`src/rtl/mem_arb_pkg.sv`:
```
// Shared types for the fetch/data memory arbiter.
// Holds the FSM state encoding, the grant encoding and the starvation counter width.
package mem_arb_pkg;

  typedef enum logic [1:0] {IDLE, BUSY, RESP} arb_state_t;

  typedef enum logic {GNT_I, GNT_D} arb_gnt_t;

  localparam int unsigned STARVE_W = 4;

endpackage

```
`src/rtl/mem_arbiter.sv`:
```
// Two-port-to-one arbiter sharing a variable-latency memory between fetch (I) and data (D).
// Data wins by default; a fetch is forced through after STARVE_LIMIT consecutive bypasses.
module mem_arbiter
  import mem_arb_pkg::*;
#(
  parameter int unsigned STARVE_LIMIT = 4
) (
  input  logic        clk,
  input  logic        rst,
  input  logic        i_req,
  input  logic [31:0] i_addr,
  output logic [31:0] i_rdata,
  output logic        i_ready,
  input  logic        d_req,
  input  logic        d_we,
  input  logic [31:0] d_addr,
  input  logic [31:0] d_wdata,
  output logic [31:0] d_rdata,
  output logic        d_ready,
  output logic        m_req,
  output logic        m_we,
  output logic [31:0] m_addr,
  output logic [31:0] m_wdata,
  input  logic [31:0] m_rdata,
  input  logic        m_ready
);

  localparam logic [STARVE_W-1:0] Limit = STARVE_W'(STARVE_LIMIT);

  arb_state_t          state;
  arb_gnt_t            gnt;
  logic [STARVE_W-1:0] starve_cnt;
  logic                i_wins;

  assign i_wins = i_req & (~d_req | (starve_cnt == Limit));

  always_ff @(posedge clk or negedge rst) begin
    if (!rst) begin
      state      <= IDLE;
      gnt        <= GNT_D;
      starve_cnt <= '0;
      m_req      <= 1'b0;
      m_we       <= 1'b0;
      m_addr     <= '0;
      m_wdata    <= '0;
      i_rdata    <= '0;
      d_rdata    <= '0;
      i_ready    <= 1'b0;
      d_ready    <= 1'b0;
    end else begin
      case (state)
        IDLE: begin
          i_ready <= 1'b0;
          d_ready <= 1'b0;
          if (i_req || d_req) begin
            m_req <= 1'b1;
            state <= BUSY;
            if (i_wins) begin
              gnt        <= GNT_I;
              m_we       <= 1'b0;
              m_addr     <= i_addr;
              m_wdata    <= '0;
              starve_cnt <= '0;
            end else begin
              gnt     <= GNT_D;
              m_we    <= d_we;
              m_addr  <= d_addr;
              m_wdata <= d_wdata;
              // Only count bypasses of a waiting fetch, saturating at the limit.
              if (i_req && (starve_cnt != Limit)) begin
                starve_cnt <= starve_cnt + STARVE_W'(1);
              end
            end
          end
        end
        BUSY: begin
          if (m_ready) begin
            m_req <= 1'b0;
            state <= RESP;
            if (gnt == GNT_I) begin
              i_rdata <= m_rdata;
              i_ready <= 1'b1;
            end else begin
              if (!m_we) begin
                d_rdata <= m_rdata;
              end
              d_ready <= 1'b1;
            end
          end
        end
        RESP: begin
          // No arbitration here, so a requester still holding req is not re-served.
          i_ready <= 1'b0;
          d_ready <= 1'b0;
          state   <= IDLE;
        end
        default: begin
          m_req   <= 1'b0;
          i_ready <= 1'b0;
          d_ready <= 1'b0;
          state   <= IDLE;
        end
      endcase
    end
  end

endmodule
```
`config.mk`:
```
export PLATFORM = sky130hd
export DESIGN_NAME = mem_arbiter
export DESIGN_NICKNAME = d
export VERILOG_FILES = /design/src/rtl/mem_arb_pkg.sv /design/src/rtl/mem_arbiter.sv
export SDC_FILE = /design/constraint.sdc
export NUM_CORES = 1
export LEC_CHECK = 0
export BUFFER_PORTS_ARGS = -buffer_cell sky130_fd_sc_hd__buf_2
export CAP_MARGIN = 20
export CELL_PAD_IN_SITES_DETAIL_PLACEMENT = 1
export CELL_PAD_IN_SITES_GLOBAL_PLACEMENT = 2
export CORE_UTILIZATION = 33
export CTS_BUF_LIST = sky130_fd_sc_hd__clkbuf_4 sky130_fd_sc_hd__clkbuf_8
export CTS_CLUSTER_SIZE = 30
export DETAILED_ROUTE_END_ITERATION = 7
export HOLD_SLACK_MARGIN = 0.15
export PLACE_DENSITY_LB_ADDON = 0.08
export SYNTH_ARGS = -nofsm -noshare
export SYNTH_HDL_FRONTEND = slang
export SYNTH_SLANG_ARGS = --single-unit
```
`constraint.sdc`:
```
create_clock -name clk -period 3.4 [get_ports clk]
set_input_delay 0.68 -clock clk [delete_from_list [all_inputs] [get_ports clk]]
set_output_delay 0.68 -clock clk [all_outputs]
set_load 0.01 [all_outputs]
```
==> metrics.yaml, run 1 <==
slowest_delay_ns: 0.61
async_reset_ff_share_pct: 100
ant_nets: 0
path_cells: "inv_1 -> ha_1 -> nand3b_1 -> a21boi_4 -> buf_12 -> a221o_1"
cp-start-kind: "register"
grt_pass1_vias: 5353
syn_area_per_cell_um2: 13.2
synthCells: 451
cts.path.max_buffers: 2
worstHoldPathType: "input port to async pin"
multi_input_area_um2: 2240
dp_cells: 908
die_h_um: 136
leakagePower_uw: 0.00394
fin_cells: 943
outcome: "complete, no violations"
vdd_drop_max_v: 0.000303
route.vias.total: 4893
place_congestion: 0.729
synth_enable_flop_cells: 0
critPathKind: "register to register"
cts.sinks: 139
finalSetupViolations: 0
finalMaxSlewViolations: 0
rr_endpoint: "m_addr[29]"
post_cts_resized: 0
grtUsageTotal_pct: 19.8
r2r_cells: 6
synthTopCellsByArea: "dfrtp_1, mux2_2, a221o_1"
path_clk_slew_ns: 0.08
ys.flop_type: "dfrtp_1"
rsz0062_at_grt: "no"
hpwlAfterDp_um: 12200
cp_slowest_cell: "a21boi_4"
r2r_start: "starve_cnt[0]"
crit_required_ns: 3.77
postCtsHoldBufs: 0
crit_fanout: 47
grt_pass1_wl_um: 28300
r2r_slack_ns: 1.31
fin_nets: 838
syn_area_um2: 5950
clk_latency_ns: 0.44
tightest_slew_ns: 0.883
start_util_pct: 34.0
htreeDepth: 4
finalClockSkew_ns: 0.0121
drt_iter0_drc: 164
hold_viol_final: 0
drc: 0
yosys.area.top_type: "dfrtp_1"
rows: 48
grt_overflow: 0
finalCritPeriodShare_pct: 61.3
seq_area_frac_synth_pct: 58.5
area_growth_pct: 32.3
dieArea_um2: 18600
antenna_found_initial: 5
cp.arrival_ns: 2.46
cts_root_buf: "clkbuf_8"
core_um2: 17500
cts_made_buffers: 17
seq_area_um2: 3480
synth_top_area_share_pct: 58.0
finalCriticalPeriod_ns: 2.09
layout_common_cells: "buf_2, dfrtp_1, mux2_2"
powerDensity_nw_per_um2: 917
finalSetupTns_ns: 0
grt_max_degree: 100
finalPower_uw: 7220
drt_wl_total_um: 17700
fp.dieW_um: 136
post_cts_buffers: 0
ioPinCount: 266
end_kind: "register"
yosysWarningCount: 0
whs_ns: 0.223
cap_violations: 0
yosys_register_bits: 139
syn_nets: 587
slew_headroom_pct: 41.1
fin_util_pct: 45.1
io_buffers: 265
fillers: 1932
max_freq_mhz: 479
drt_pre_antenna_iters: 4
via_per_inst: 5.19
wl_per_cell_um: 18.8
drive_above_1_share_pct: 52.6
synth_cell_types: 33
final_common_cell: "buf_2"
cts_tree: "built"
==> layout make-up <==
type,count,share of cell area (%)
tap,225,3.57
antenna,3,0.0953
multi-input combinational,262,28.5
clock inverter,14,1.87
timing repair buffer,276,18.4
clock buffer,18,3.07
inverter,6,0.286
sequential,139,44.2
==> state kept, by name, summed over array words and instances, names as in the netlist <==
name / cells
m_wdata: 32
gnt: 1
state: 2
d_ready: 1
m_we: 1
m_req: 1
i_rdata: 32
starve_cnt: 4
d_rdata: 32
i_ready: 1
m_addr: 32
==> cell usage after synthesis (all sizes together) (2+ instances only) <==
cell type / instances
a21oi: 2
a221o: 32
a31oi: 2
and3: 32
and4: 32
buf: 25
clkbuf: 19
dfrtp: 138
ha: 2
inv: 6
mux2: 64
nand2: 6
nand2b: 2
nand3: 35
nand3b: 2
nand4: 2
nor2: 3
nor3b: 2
o21ai: 4
o22ai: 2
o2bb2ai: 33
==> worst max-delay path: cells and delay by family (launching register included) <==
family	cells	cell delay (ns)
AOI/OAI and AO/OA	2	0.80
DFF	1	0.43
buffers and inverters	2	0.39
and+or+nand+nor	1	0.22
adders and majority gates	1	0.17
==> logic make-up (layout without fill, tap and decap cells) <==
kind of cell             after synthesis  in the layout  share of synthesized area [%]
adder cells (fa/ha/maj)                2              2                          0.420
flip-flops                           139            139                           58.5
AND/OR/NAND/NOR                      119            119                           13.4
multiplexers                          64             64                           12.1
AO/OA/AOI/OAI                         77             77                           11.4
other                                  0              3                              0
buffers and inverters                 50            314                           4.16
==> where the power goes <==
group / leakage [uW] / switching [uW] / internal, uW
sequential: 0.00171 / 441 / 2440
clock: 0.000197 / 656 / 662
combinational: 0.00203 / 1600 / 1430
==> worst max-delay path by stage <==
stage,from,to,slack [ns],cells past startpoint
after floorplan,d_req,state[0],1.66,6
after global placement,d_req,m_addr[9],1.18,5
after detailed placement,d_req,m_addr[1],1.12,5
after CTS,starve_cnt[0],m_addr[5],1.28,6
after global routing,starve_cnt[0],m_addr[29],1.17,6
final,starve_cnt[0],m_addr[29],1.31,6
==> per-stage QoR <==
| step | setup slack, ns | cell area, um2 |
|---|---|---|
| 2_1_floorplan | 1.66 | 5950 |
| 3_3_place_gp | 1.18 | 7480 |
| 3_5_place_dp | 1.12 | 7480 |
| 4_1_cts | 1.28 | 7870 |
| 5_1_grt | 1.17 | 7880 |
| 6_report | 1.31 | 7880 |
==> layer usage <==
layer	vias to the layer above	wire [um]	global-route usage, %
met1	2468	7150	22.7
met2	171	8810	33.1
li1	2232	-	-
met3	22	1460	7.57
met4	0	314	7.90
met5	-	0	0
(Power assumes the default switching activity.)
==> run 2: changes to the inputs <==
--- a/config.mk
+++ b/config.mk
@@ -9,7 +9,7 @@
 export CAP_MARGIN = 20
 export CELL_PAD_IN_SITES_DETAIL_PLACEMENT = 1
 export CELL_PAD_IN_SITES_GLOBAL_PLACEMENT = 2
-export CORE_UTILIZATION = 33
+export CORE_UTILIZATION = 27
 export CTS_BUF_LIST = sky130_fd_sc_hd__clkbuf_4 sky130_fd_sc_hd__clkbuf_8
 export CTS_CLUSTER_SIZE = 30
 export DETAILED_ROUTE_END_ITERATION = 7
==> constraint.sdc (replaced) <==
create_clock -name clk -period 1.9 [get_ports clk]
set_input_delay 0.38 -clock clk [delete_from_list [all_inputs] [get_ports clk]]
set_output_delay 0.38 -clock clk [all_outputs]
set_load 0.01 [all_outputs]
==> metrics.yaml, run 2 (synthesized netlist as in run 1, its figures left out) <==
cts_made_buffers: 17  # unchanged
drc: 0  # unchanged
core_um2: 21300  # was 17500 um2
path_clk_slew_ns: 0.09  # was 0.08 ns
outcome: "complete, no violations"  # unchanged
finalCritPeriodShare_pct: 96.6
place_congestion: 0.747  # was 0.729
slowest_delay_ns: 0.55  # was 0.61 ns
layout_common_cells: "buf_2, dfrtp_1, mux2_2"  # unchanged
cp_slowest_cell: "dlygate4sd3_1"  # was a21boi_4
vdd_drop_max_v: 0.000789  # was 0.000303 V
start_util_pct: 28.0  # was 34.0%
powerDensity_nw_per_um2: 1600  # was 917 nW/um2
cts_root_buf: "clkbuf_8"  # unchanged
fillers: 2362  # was 1932
fin_nets: 865  # was 838
drt_pre_antenna_iters: 4  # unchanged
cp-start-kind: "input port"  # was register
route.vias.total: 5002  # was 4893
pwr-share-clk_pct: 19.0  # was 18.3%
rsz0062_at_grt: "no"  # unchanged
clk_latency_ns: 0.44  # about the same
end_kind: "register"  # unchanged
grt_pass1_wl_um: 29400  # was 28300 um
cap_violations: 0  # unchanged
crit_required_ns: 2.21  # was 3.77 ns
io_buffers: 265  # unchanged
grt_pass1_vias: 5410  # was 5353
placed_area_um2: 7650  # was 7480 um2
internal_power_uw: 8300  # was 4530 uW
wl_per_cell_um: 18.2  # was 18.8 um
finalCriticalPeriod_ns: 1.83
slew_headroom_pct: 71.6  # was 41.1%
switchingPower_uw: 4960  # was 2690 uW
via_per_inst: 4.89  # was 5.19
power.combinational.fraction_pct: 42.1  # was 41.9%
stdcell_area_um2: 8290  # was 7880 um2
post_cts_resized: 0  # unchanged
drive_above_1_share_pct: 51.5  # was 52.6%
grt_overflow: 0  # unchanged
antenna_found_initial: 5  # unchanged
leakagePower_uw: 0.00408  # was 0.00394 uW
fp.dieW_um: 150  # was 136 um
path_cells: "dlygate4sd3_1 -> buf_2 -> or2_2 -> buf_4 -> and3_1 -> a221o_1"  # was inv_1 -> ha_1 -> nand3b_1 -> a21boi_4 -> buf_12 -> a221o_1
drt_iter0_drc: 137  # was 164
area_growth_pct: 39.3  # was 32.3%
die_h_um: 150  # was 136 um
final_common_cell: "buf_2"  # unchanged
finalMaxSlewViolations: 0  # unchanged
max_freq_mhz: 545
cp.arrival_ns: 2.15  # was 2.46 ns
switching_share_pct: 37.4  # was 37.3%
multi_input_area_um2: 2250  # was 2240 um2
seq_area_um2: 3480  # unchanged
hpwlAfterDp_um: 12800  # was 12200 um
rows: 53  # was 48
finalSetupViolations: 0  # unchanged
ioPinCount: 266  # unchanged
grt_max_degree: 83  # was 100
tightest_slew_ns: 0.425  # was 0.883 ns
cts.sinks: 139  # unchanged
pwr-share-seq_pct: 38.9  # was 39.9%
critPathKind: "input port to register"  # was register to register
ant_nets: 0  # unchanged
finalClockSkew_ns: 0.0184  # was 0.0121 ns
cts.path.max_buffers: 2  # unchanged
cts_tree: "built"  # unchanged
finalSetupTns_ns: 0  # unchanged
worstHoldPathType: "input port to register"  # was input port to async pin
htreeDepth: 4  # unchanged
drt_wl_total_um: 18600  # was 17700 um
crit_fanout: 19  # was 47
dieArea_um2: 22600  # was 18600 um2
hold_viol_final: 0  # unchanged
whs_ns: 0.186  # was 0.223 ns
grtUsageTotal_pct: 17.0  # was 19.8%
-- run 2: per-stage QoR --
stage	instances	util, %	setup slack (ns)	total power [uW]
finish	1022	38.9	0.0651	13300
global route	1019	38.9	0.0592	14200
CTS	1014	38.7	0.0896	13500
detailed placement	964	36.0	0.179	10900
global placement	964	36.0	0.225	10700
floorplan	451	-	0.297	8380
-- run 2: timing repair --
item / CTS / global route
hold endpoints to repair: 52 / 3
buffers inserted: 0 / 0
hold buffers: 18 / 3
-- run 2: routing by layer --
layer,global-route usage (%),up-vias,share of wire (%)
met5,0,-,0.054
met4,6.67,2,2.1
met3,5.73,25,7.8
met2,28.1,170,48
met1,20.2,2515,42
li1,-,2290,-
-- run 2: worst max-delay path, delay by kind of cell --
family,cells,cell delay [ns]
AND/OR/NAND/NOR,2,0.54
AO/OA/AOI/OAI,1,0.29
buffers and inverters,3,0.93
-- run 2: path summary, 6_finish.rpt --
kind                                    start     endpoint  slack [ns]  depth (start not counted)
max in group asynchronous                 rst          gnt        0.88                          3
worst max-delay path                    i_req   m_addr[22]        0.07                          6
worst min register to register          m_req        m_req        0.49                          2
worst max register to register  starve_cnt[0]   m_addr[22]        0.18                          6
worst min-delay path              d_wdata[30]  m_wdata[30]        0.19                          3
min in group asynchronous                 rst  d_rdata[25]        0.40                          2
-- run 2: power groups by stage --
stage          clock (uW)  sequential (uW)  combinational (uW)
6_report             2520             5160                5580
3_5_place_dp            0             5210                5670
2_1_floorplan           0             5760                2620
5_1_grt              2770             5360                6100
3_3_place_gp            0             5170                5540
4_1_cts              2630             5180                5690
-- run 2: layout make-up --
type	instances	share of cell area [%]
Tap cell	275	4.15
Clock buffer	19	3.08
Antenna cell	5	0.151
Timing Repair Buffer	303	21.4
Sequential cell	139	42.0
Clock inverter	13	1.89
Inverter	6	0.272
Multi-Input combinational cell	262	27.1
